<file path="src/rtl/crp16_alu_shifter_pipe.sv">
// crp16_alu_shifter_pipe: elastic log2(WIDTH)-stage shifter/rotator for
// the CRP16 ALU. Ports: clock, reset, flush; in_valid/in_ready/in_x/
// in_shamt/in_op upstream; out_valid/out_ready/out_data/out_carry/out_zero
// downstream. Optional ROR via `define CRP16_SHIFTER_ROTATE_EN.
module crp16_alu_shifter_pipe #(
  parameter int WIDTH   = 16,
  parameter int SHAMT_W = $clog2(WIDTH)
) (
  input  logic               clock,
  input  logic               reset,
  input  logic               flush,
  input  logic               in_valid,
  output logic               in_ready,
  input  logic [WIDTH-1:0]   in_x,
  input  logic [SHAMT_W-1:0] in_shamt,
  input  logic [1:0]         in_op,
  output logic               out_valid,
  input  logic               out_ready,
  output logic [WIDTH-1:0]   out_data,
  output logic               out_carry,
  output logic               out_zero
);

  localparam int LAST = SHAMT_W - 1;

  logic in_lft;
  logic in_fil;
`ifdef CRP16_SHIFTER_ROTATE_EN
  logic in_rot;
  assign in_lft = (in_op == 2'b10);
  assign in_rot = (in_op == 2'b11);
`else
  assign in_lft = in_op[1];
`endif
  // ASR sign captured once at acceptance and carried down
  assign in_fil = (in_op == 2'b01) & in_x[WIDTH-1];

  logic [SHAMT_W:0] rdy;
  assign rdy[SHAMT_W] = out_ready;
  assign in_ready = rdy[0];

  for (genvar k = 0; k < SHAMT_W; k++) begin : g_stg
    localparam int S = 1 << k;

    logic             v_i;
    logic             l_i;
    logic             f_i;
    logic             c_i;
    logic [WIDTH-1:0] d_i;
    logic [SHAMT_W-1:k] s_i;
`ifdef CRP16_SHIFTER_ROTATE_EN
    logic             r_i;
`endif

    if (k == 0) begin : g_head
      assign v_i = in_valid;
      assign l_i = in_lft;
      assign f_i = in_fil;
      assign c_i = 1'b0;
      assign d_i = in_x;
      assign s_i = in_shamt;
`ifdef CRP16_SHIFTER_ROTATE_EN
      assign r_i = in_rot;
`endif
    end else begin : g_body
      assign v_i = g_stg[k-1].vq;
      assign l_i = g_stg[k-1].g_ctl.lq;
      assign f_i = g_stg[k-1].g_ctl.fq;
      assign c_i = g_stg[k-1].cq;
      assign d_i = g_stg[k-1].dq;
      assign s_i = g_stg[k-1].g_ctl.sq;
`ifdef CRP16_SHIFTER_ROTATE_EN
      assign r_i = g_stg[k-1].g_ctl.rq;
`endif
    end

    logic [WIDTH-1:0] rsh;
    logic [WIDTH-1:0] lsh;

    for (genvar i = 0; i < WIDTH; i++) begin : g_bit
      if (i + S < WIDTH) begin : g_rin
        assign rsh[i] = d_i[i+S];
      end else begin : g_rtop
`ifdef CRP16_SHIFTER_ROTATE_EN
        // rotate wraps the low bits round to the top
        assign rsh[i] = r_i ? d_i[i+S-WIDTH] : f_i;
`else
        assign rsh[i] = f_i;
`endif
      end
      if (i >= S) begin : g_lin
        assign lsh[i] = d_i[i-S];
      end else begin : g_lbot
        assign lsh[i] = 1'b0;
      end
    end

    logic [WIDTH-1:0] d_o;
    logic             c_o;

    // carry tracks the last bit pushed out by a shifting stage
    always_comb begin
      d_o = d_i;
      c_o = c_i;
      if (s_i[k]) begin
        if (l_i) begin
          d_o = lsh;
          c_o = d_i[WIDTH-S];
        end else begin
          d_o = rsh;
          c_o = d_i[S-1];
        end
      end
    end

    logic             vq;
    logic             cq;
    logic [WIDTH-1:0] dq;

    assign rdy[k] = !vq | rdy[k+1];

    always_ff @(posedge clock or posedge reset) begin
      if (reset) begin
        vq <= 1'b0;
        cq <= 1'b0;
        dq <= '0;
      end else if (flush) begin
        vq <= 1'b0;
      end else if (rdy[k]) begin
        vq <= v_i;
        if (v_i) begin
          dq <= d_o;
          cq <= c_o;
        end
      end
    end

    if (k < LAST) begin : g_ctl
      logic               lq;
      logic               fq;
      logic [SHAMT_W-1:k+1] sq;
`ifdef CRP16_SHIFTER_ROTATE_EN
      logic               rq;
`endif

      always_ff @(posedge clock or posedge reset) begin
        if (reset) begin
          lq <= 1'b0;
          fq <= 1'b0;
          sq <= '0;
        end else if (!flush && rdy[k] && v_i) begin
          lq <= l_i;
          fq <= f_i;
          sq <= s_i[SHAMT_W-1:k+1];
        end
      end

`ifdef CRP16_SHIFTER_ROTATE_EN
      always_ff @(posedge clock or posedge reset) begin
        if (reset) begin
          rq <= 1'b0;
        end else if (!flush && rdy[k] && v_i) begin
          rq <= r_i;
        end
      end
`endif
    end
  end

  assign out_valid = g_stg[LAST].vq;
  assign out_data  = g_stg[LAST].dq;
  assign out_carry = g_stg[LAST].cq;
  assign out_zero  = (out_data == '0);

endmodule

</file>
<file path="config.mk">
export PLATFORM = sky130hd
export DESIGN_NAME = crp16_alu_shifter_pipe
export DESIGN_NICKNAME = d
export VERILOG_FILES = /design/src/rtl/crp16_alu_shifter_pipe.sv
export SDC_FILE = /design/constraint.sdc
export NUM_CORES = 1
export LEC_CHECK = 0
export ABC_AREA = 1
export ABC_CLOCK_PERIOD_IN_PS = 7060
export CORE_UTILIZATION = 62
export DETAILED_ROUTE_END_ITERATION = 7
export GPL_TIMING_DRIVEN = 0
export PLACE_DENSITY = 0.9
export SYNTH_ARGS = -nofsm -noshare
export SYNTH_HDL_FRONTEND = slang
export SYNTH_SLANG_ARGS = --single-unit
</file>
<file path="constraint.sdc">
create_clock -name clock -period 7.06 [get_ports clock]
set_input_delay 1.059 -clock clock [delete_from_list [all_inputs] [get_ports clock]]
set_output_delay 1.059 -clock clock [all_outputs]
set_load 0.05 [all_outputs]
</file>
# == After elaboration in Yosys (flattened, before gate mapping) ==
# Cells that the tools add are included.
# classes
n_eq_ne,1
mux,24
n_bitwise,6
reduce_logical,20
# op_table
op,n
$mux 16,8
$logic_not 16->1,1
$mux 1,16
$reduce_and 3->1,4
$reduce_bool 2->1,4
$logic_and 1x1->1,6
$logic_not 1->1,5
$or 1x1->1,4
$eq 2x1->1 const B,1
$and 1x1->1,1
$not 1->1,1
# totals
word_cells,72
out_inout_bits,20
inputBits,27
register_bits,84

# == Depth between registers and ports, before layout ==
# Gate-level depths: netlist of run 1.
# depth
word_depth,7
depth_mapped,9
depth_no_buf,7

# == Worst setup path after synthesis of run 1 ==
# No wires, ideal clock.
# synth_timing
kind,input-to-output
startpoint,input out_ready
endpoint,output in_ready
t_arrival_ns,1.617
t_required_ns,6.001
cell_stages,3
path_buffers,1
path_slack_ns,4.384
cell_sequence,nor2_4 nand4_2 buf_2
# synth_via
elab_chain_len,4
# synth_lines
element,line,rtl
"start, declared",18,"input logic out_ready,"
$or 1x1->1 (4 in a row),120,assign rdy[k] = !vq | rdy[k+1];
"end, declared",13,"output logic in_ready,"
# No other way between the ends.

# == Worst setup path after layout of run 1 ==
# Same ends and word-level chain as after synthesis.

==> reports/results.tsv, run 1 <==
stage	metric	value	unit
run_status	status	finished, final reports clean	
sta	min_period_over_period	55.83	%
clocking	cts_sinks	84	
critical_path	end_kind	primary output	
critical_path	arrival	2.88	ns
critical_path	cp_slowest_stage_delay	0.84	ns
synth	syn_avg_cell_area	7.008	sq um
die	core	7253	sq um
clocking	cts_tree	yes	
place	io_buffers	43	
final_layout	n_antenna_cell	0	
die	ioPinCount	47	
synth	synth_cell_types	26	
final_layout	area_growth	16.14	%
global_route	grt_pass1_vias	4236	
sta	fin_tns_setup	0	ns
clocking	ctsHoldBuffers	0	
place	dpl.hpwl	8.801	mm
sta	grt_setup_unrepaired	false	
die	die_x	88.83	um
clocking	h-tree-depth	3	
final_layout	final_area	5429	sq um
clocking	cts_resized	0	
critical_path	r2r_cells	5	
synth	netlist_instances	667	
die	start_util	64.45	%
place	placed_cell_area	5259	sq um
min_path	whs_path_depth	2	
critical_path	path_cells	clkdlybuf4s50_1 -> nor2_4 -> nand4_2 -> buf_2 -> clkdlybuf4s50_1	
global_route	overflow	0	
power_and_ir_drop	ir_worst_vdd	0.1274	mV
power_and_ir_drop	p_leak	0.002858	uW
place	pre_cts_slack	3.131	ns
global_route	antenna_found_initial	0	
route	drtIter0Drc	214	
synth	ys_seq_area_share	44.97	%
critical_path	regToRegSetupSlack	5.60	ns
sta	slew_viol_final	0	
final_layout	layout_common_cells	298 x nand2_1, 84 x dfrtp_1, 62 x inv_1	
global_route	grt_max_degree	63	
route	vias	4412	
route	finalWirelength	11.36	mm
route	via_per_inst	5.341	
route	antenna_left	0	
die	num_rows	31	
critical_path	crit_path_start_kind	input pin	
critical_path	cpMostUsedCell	clkdlybuf4s50_1	
clocking	clkLatencyLatePin	0.36	ns
route	first_pass_iters	4	
sta	hold_ws	0.4857	ns
sta	period_minus_slack	3.941	ns
global_route	grt_pass1_wl	19.15	mm
route	drt-wirelength-per-cell	13.75	um
power_and_ir_drop	powerDensity	289.9	nW/um^2
synth	synth_area	4674	sq um
die	die_area	7891	sq um
clocking	cts_buffers	9	
final_layout	fin_util	74.85	%
critical_path	path_max_fanout	10	
final_layout	final_common_cell	nand2_1	
sta	fin_ws	3.119	ns
synth	postSynthNetCount	694	
critical_path	slowest_stage	clkdlybuf4s50_1	
route	drc_errors	0	
critical_path	crit_required	6.00	ns
sta	setup_viol	0	
sta	relSlewSlack	65.44	%
clocking	cts_buffer_depth	2	
global_route	grt_usage	31.89	%
sta	hold_viol	0	
final_layout	finalNetCount	749	
clocking	cts_setup_buffers	0	
clocking	cts_root_buffer	clkbuf_8	
final_layout	nFillCells	580	
place	gp_congestion	0.9025	
sta	tightest_slew	0.5168	ns
die	fp.dieH	88.83	um
synth	ys_ff_latch	84	
final_layout	drive_above_1_share	9.904	%
flow_run	maxCapViolCount	0	
sta	fin_skew	0.01107	ns
synth	yosysWarnings	0	
critical_path	path_class	input pin to primary output	
min_path	hold_class	register to register	
sta	fmax	253.7	MHz
clocking	cts.clk_slew.worst_paths	0.08	ns
==> cells in the mapped netlist <==
master    number  area (sq um)
clkbuf_1       8         30.03
o21ai_2       10         87.58
inv_1         63         236.5
nand2_2        3         18.77
nor2_1        29         108.9
nand4_1        1         6.260
buf_4          6         45.04
buf_2         17         85.08
a21oi_1        7         35.03
inv_4          1         6.260
nand3_1       58         290.3
nor2_4         1         11.26
nand4_2        2         25.02
a31oi_1       15         93.84
dfrtp_1       84          2102
nand3b_1       1         7.510
nor3_1         2         10.01
o21ai_0       22         110.1
buf_6          5         56.30
o22ai_1       12         75.07
o21ai_1       11         55.05
nand2_1      298          1119
a21oi_2        1         8.760
inv_2          8         30.03
nor3_2         1         10.01
nand2_4        1         11.26
==> where the power goes <==
group | switching (uW) | internal [uW]
registers | 76.5 | 591
logic | 395 | 205
clock network | 177 | 129
total | 649 | 925
==> cells by family after synthesis <==
family | synth area share [%]
simple gates | 34.61
buf+inv | 10.47
flops | 44.97
compound gates | 9.957
==> critical path, delay by kind of cell <==
kind          cells  cell delay, ns
buf+inv           3            1.62
simple gates      2            0.20
==> layout make-up <==
type | instances | area (sq um) | share of cell area, %
clock inverters | 5 | 38.79 | 0.7144
well taps | 99 | 123.9 | 2.282
multi-input cells | 475 | 2083 | 38.37
plain buffers | 36 | 216.5 | 3.987
repair buffers | 44 | 457.9 | 8.435
flip-flops and latches | 84 | 2102 | 38.72
clock buffers | 11 | 131.4 | 2.420
inverters | 72 | 275.3 | 5.070
==> per-stage QoR <==
stage	cells	power, uW
2_1_floorplan	667	1077
3_3_place_gp	809	1244
3_5_place_dp	810	1270
4_1_cts	826	1568
5_1_grt	826	1670
6_report	826	1574
==> path summary, 6_finish.rpt <==
kind	startpoint	end
max	out_ready	in_ready
min	g_stg[2].cq	g_stg[2].cq
max reg2reg	g_stg[2].g_ctl.sq	out_data[0]
min reg2reg	g_stg[2].cq	g_stg[2].cq
max in group asynchronous	reset	g_stg[1].dq[5]
min in group asynchronous	reset	out_data[4]
==> state kept, by name, indices dropped and copies added (netlist names) <==
name	flops
out_carry	1
g_stg.g_ctl.lq	3
g_stg.vq	3
g_stg.cq	3
g_stg.g_ctl.sq	6
out_valid	1
g_stg.g_ctl.fq	3
out_data	16
g_stg.dq	48
==> layer usage <==
| metal | part of all wire [%] | track usage (%) | vias to the layer above |
|---|---|---|---|
| met3 | 3.5 | 4.011 | 30 |
| met2 | 53 | 58.46 | 139 |
| li1 | - | - | 2209 |
| met5 | 0 | 0 | - |
| met4 | 2.7 | 14.96 | 0 |
| met1 | 41 | 36.92 | 2034 |
Note: power is estimated with default switching activity, not from simulation.
==> run 2: changes to the inputs <==
- ABC_CLOCK_PERIOD_IN_PS: 7060 -> 3400
- CORE_UTILIZATION: 62 -> 52
- PLACE_DENSITY: 0.9 -> 0.81
- clock period: 7.06 -> 3.4 ns (I/O delays scaled with it)
==> reports/results.tsv, run 2 (synthesis gave the netlist of run 1 again) <==
stage	metric	value	unit	change
run_status	status	finished, final reports clean		unchanged
route	drtIter0Drc	159		was 214
global_route	grt_usage	23.63	%	was 31.89%
clocking	cts_tree	yes		unchanged
final_layout	layout_common_cells	298 x nand2_1, 84 x dfrtp_1, 62 x inv_1		unchanged
final_layout	final_common_cell	nand2_1		unchanged
sta	slew_viol_final	0		unchanged
route	antenna_left	0		unchanged
place	gp_congestion	0.9275		was 0.9025
clocking	cts_root_buffer	clkbuf_8		unchanged
place	io_buffers	43		unchanged
route	first_pass_iters	5		was 4
min_path	worst_hold_path.endpoint	g_stg[1].vq		was g_stg[2].cq
power_and_ir_drop	power	3260	uW	was 1574 uW
die	fp.dieH	96.81	um	was 88.83 um
sta	fmax	350.9	MHz	
global_route	grt_max_degree	47		was 63
clocking	cts.clk_slew.worst_paths	0.10	ns	was 0.08 ns
final_layout	multiInputGateArea	2083	sq um	unchanged
critical_path	regToRegSetupSlack	1.96	ns	was 5.60 ns
die	die_x	96.81	um	was 88.83 um
sta	tightest_slew	0.5109	ns	was 0.5168 ns
min_path	whs_path_depth	2		unchanged
die	start_util	53.60	%	was 64.45%
final_layout	n_antenna_cell	0		unchanged
clocking	ctsHoldBuffers	0		unchanged
final_layout	fin_util	62.42	%	was 74.85%
min_path	hold_class	input pin to register		was register to register
critical_path	r2r_end	out_data[3]		was out_data[0]
critical_path	r2r-start	g_stg[2].g_ctl.sq		unchanged
power_and_ir_drop	p_leak	0.002865	uW	was 0.002858 uW
final_layout	area_growth	16.46	%	was 16.14%
route	via_per_inst	5.163		was 5.341
final_layout	top_register	g_stg.dq		unchanged
sta	period_minus_slack	2.850	ns	
final_layout	nFillCells	775		was 580
global_route	overflow	0		unchanged
place	pre_cts_slack	0.5651	ns	was 3.131 ns
sta	setup_viol	0		unchanged
sta	fin_ws	0.5504	ns	was 3.119 ns
route	vias	4311		was 4412
die	core	8721	sq um	was 7253 sq um
clocking	h-tree-depth	3		unchanged
route	drt-wirelength-per-cell	12.89	um	was 13.75 um
flow_run	maxCapViolCount	0		unchanged
die	die_area	9372	sq um	was 7891 sq um
clocking	cts_resized	0		unchanged
route	finalWirelength	10.76	mm	was 11.36 mm
global_route	grt_pass1_vias	4196		was 4236
clocking	cts_buffer_depth	2		unchanged
clocking	cts_setup_buffers	0		unchanged
final_layout	finalNetCount	749		unchanged
critical_path	path_class	input pin to primary output		unchanged
critical_path	r2r_cells	5		unchanged
critical_path	end_kind	primary output		unchanged
place	dpl.hpwl	8.416	mm	was 8.801 mm
clocking	clkLatencyLatePin	0.36	ns	about the same
final_layout	regArea	2102	sq um	unchanged
critical_path	crit_path_start_kind	input pin		unchanged
final_layout	drive_above_1_share	10.18	%	was 9.904%
die	num_rows	34		was 31
critical_path	crit_required	2.89	ns	was 6.00 ns
critical_path	path_max_fanout	10		unchanged
final_layout	fin_cells	835		was 826
die	ioPinCount	47		unchanged
critical_path	arrival	2.34	ns	was 2.88 ns
clocking	cts_sinks	84		unchanged
sta	hold_viol	0		unchanged
sta	min_period_over_period	83.81	%	
route	drc_errors	0		unchanged
sta	fin_skew	0.02023	ns	was 0.01107 ns
min_path	min_from	flush		was g_stg[2].cq
clocking	cts_buffers	9		unchanged
global_route	grt_pass1_wl	18.26	mm	was 19.15 mm
power_and_ir_drop	powerDensity	598.8	nW/um^2	was 289.9 nW/um^2
final_layout	largest_reg_flops	48		unchanged
sta	grt_setup_unrepaired	false		unchanged
global_route	antenna_found_initial	0		unchanged
power_and_ir_drop	ir_worst_vdd	0.2585	mV	was 0.1274 mV
sta	relSlewSlack	65.83	%	was 65.44%
place	numPlacedInstances	819		was 810
## run 2: routing by layer
metal / wire [um] / part of all wire, % / GRT usage, % / up-vias
met2: 5618 / 52 / 44.64 / 147
li1: - / - / - / 2201
met4: 376 / 3.5 / 11.94 / 0
met1: 4390 / 41 / 25.92 / 1924
met5: 0 / 0 / 0 / -
met3: 375 / 3.5 / 2.601 / 39
## run 2: worst max-delay path by stage
stage                      to  slack (ns)      start  cells past startpoint
6_report             in_ready        0.55  out_ready                      5
3_5_place_dp         in_ready        0.57  out_ready                      5
4_1_cts              in_ready        0.56  out_ready                      5
3_3_place_gp   g_stg[0].dq[6]       -0.37      reset                      2
2_1_floorplan     g_stg[0].cq        0.72      reset                      1
5_1_grt              in_ready        0.48  out_ready                      5
## run 2: report_power, final
| group | switching, uW | internal [uW] | total, uW | leakage (uW) |
|---|---|---|---|---|
| sequential | 157 | 1230 | 1390 | 0.00108 |
| combinational | 799 | 424 | 1220 | 0.00169 |
| clock | 374 | 278 | 652 | 0.0000938 |
| total | 1330 | 1930 | 3260 | 0.00287 |
## run 2: stage by stage
stage          setup TNS, ns  instance area (sq um)  hold slack [ns]
2_1_floorplan              0                   4674           0.4422
3_3_place_gp          -30.89                   5240           0.4602
3_5_place_dp               0                   5263           0.4680
4_1_cts                    0                   5444           0.4120
5_1_grt                    0                   5444           0.4434
6_report                   0                   5444           0.4198
## run 2: layout make-up
| cell class | instances | area share (%) |
|---|---|---|
| Clock inverter | 7 | 1.057 |
| Clock buffer | 9 | 2.275 |
| Inverter | 72 | 5.056 |
| Timing Repair Buffer | 44 | 8.274 |
| Multi-Input combinational cell | 475 | 38.27 |
| Sequential cell | 84 | 38.61 |
| Tap cell | 108 | 2.482 |
| Buffer | 36 | 3.976 |
## run 2: critical path, stage by stage
cell and delay (ns):
clkdlybuf4s50_1 0.53, nor2_4 0.07, nand4_2 0.13, buf_2 0.25
clkdlybuf4s50_1 0.84
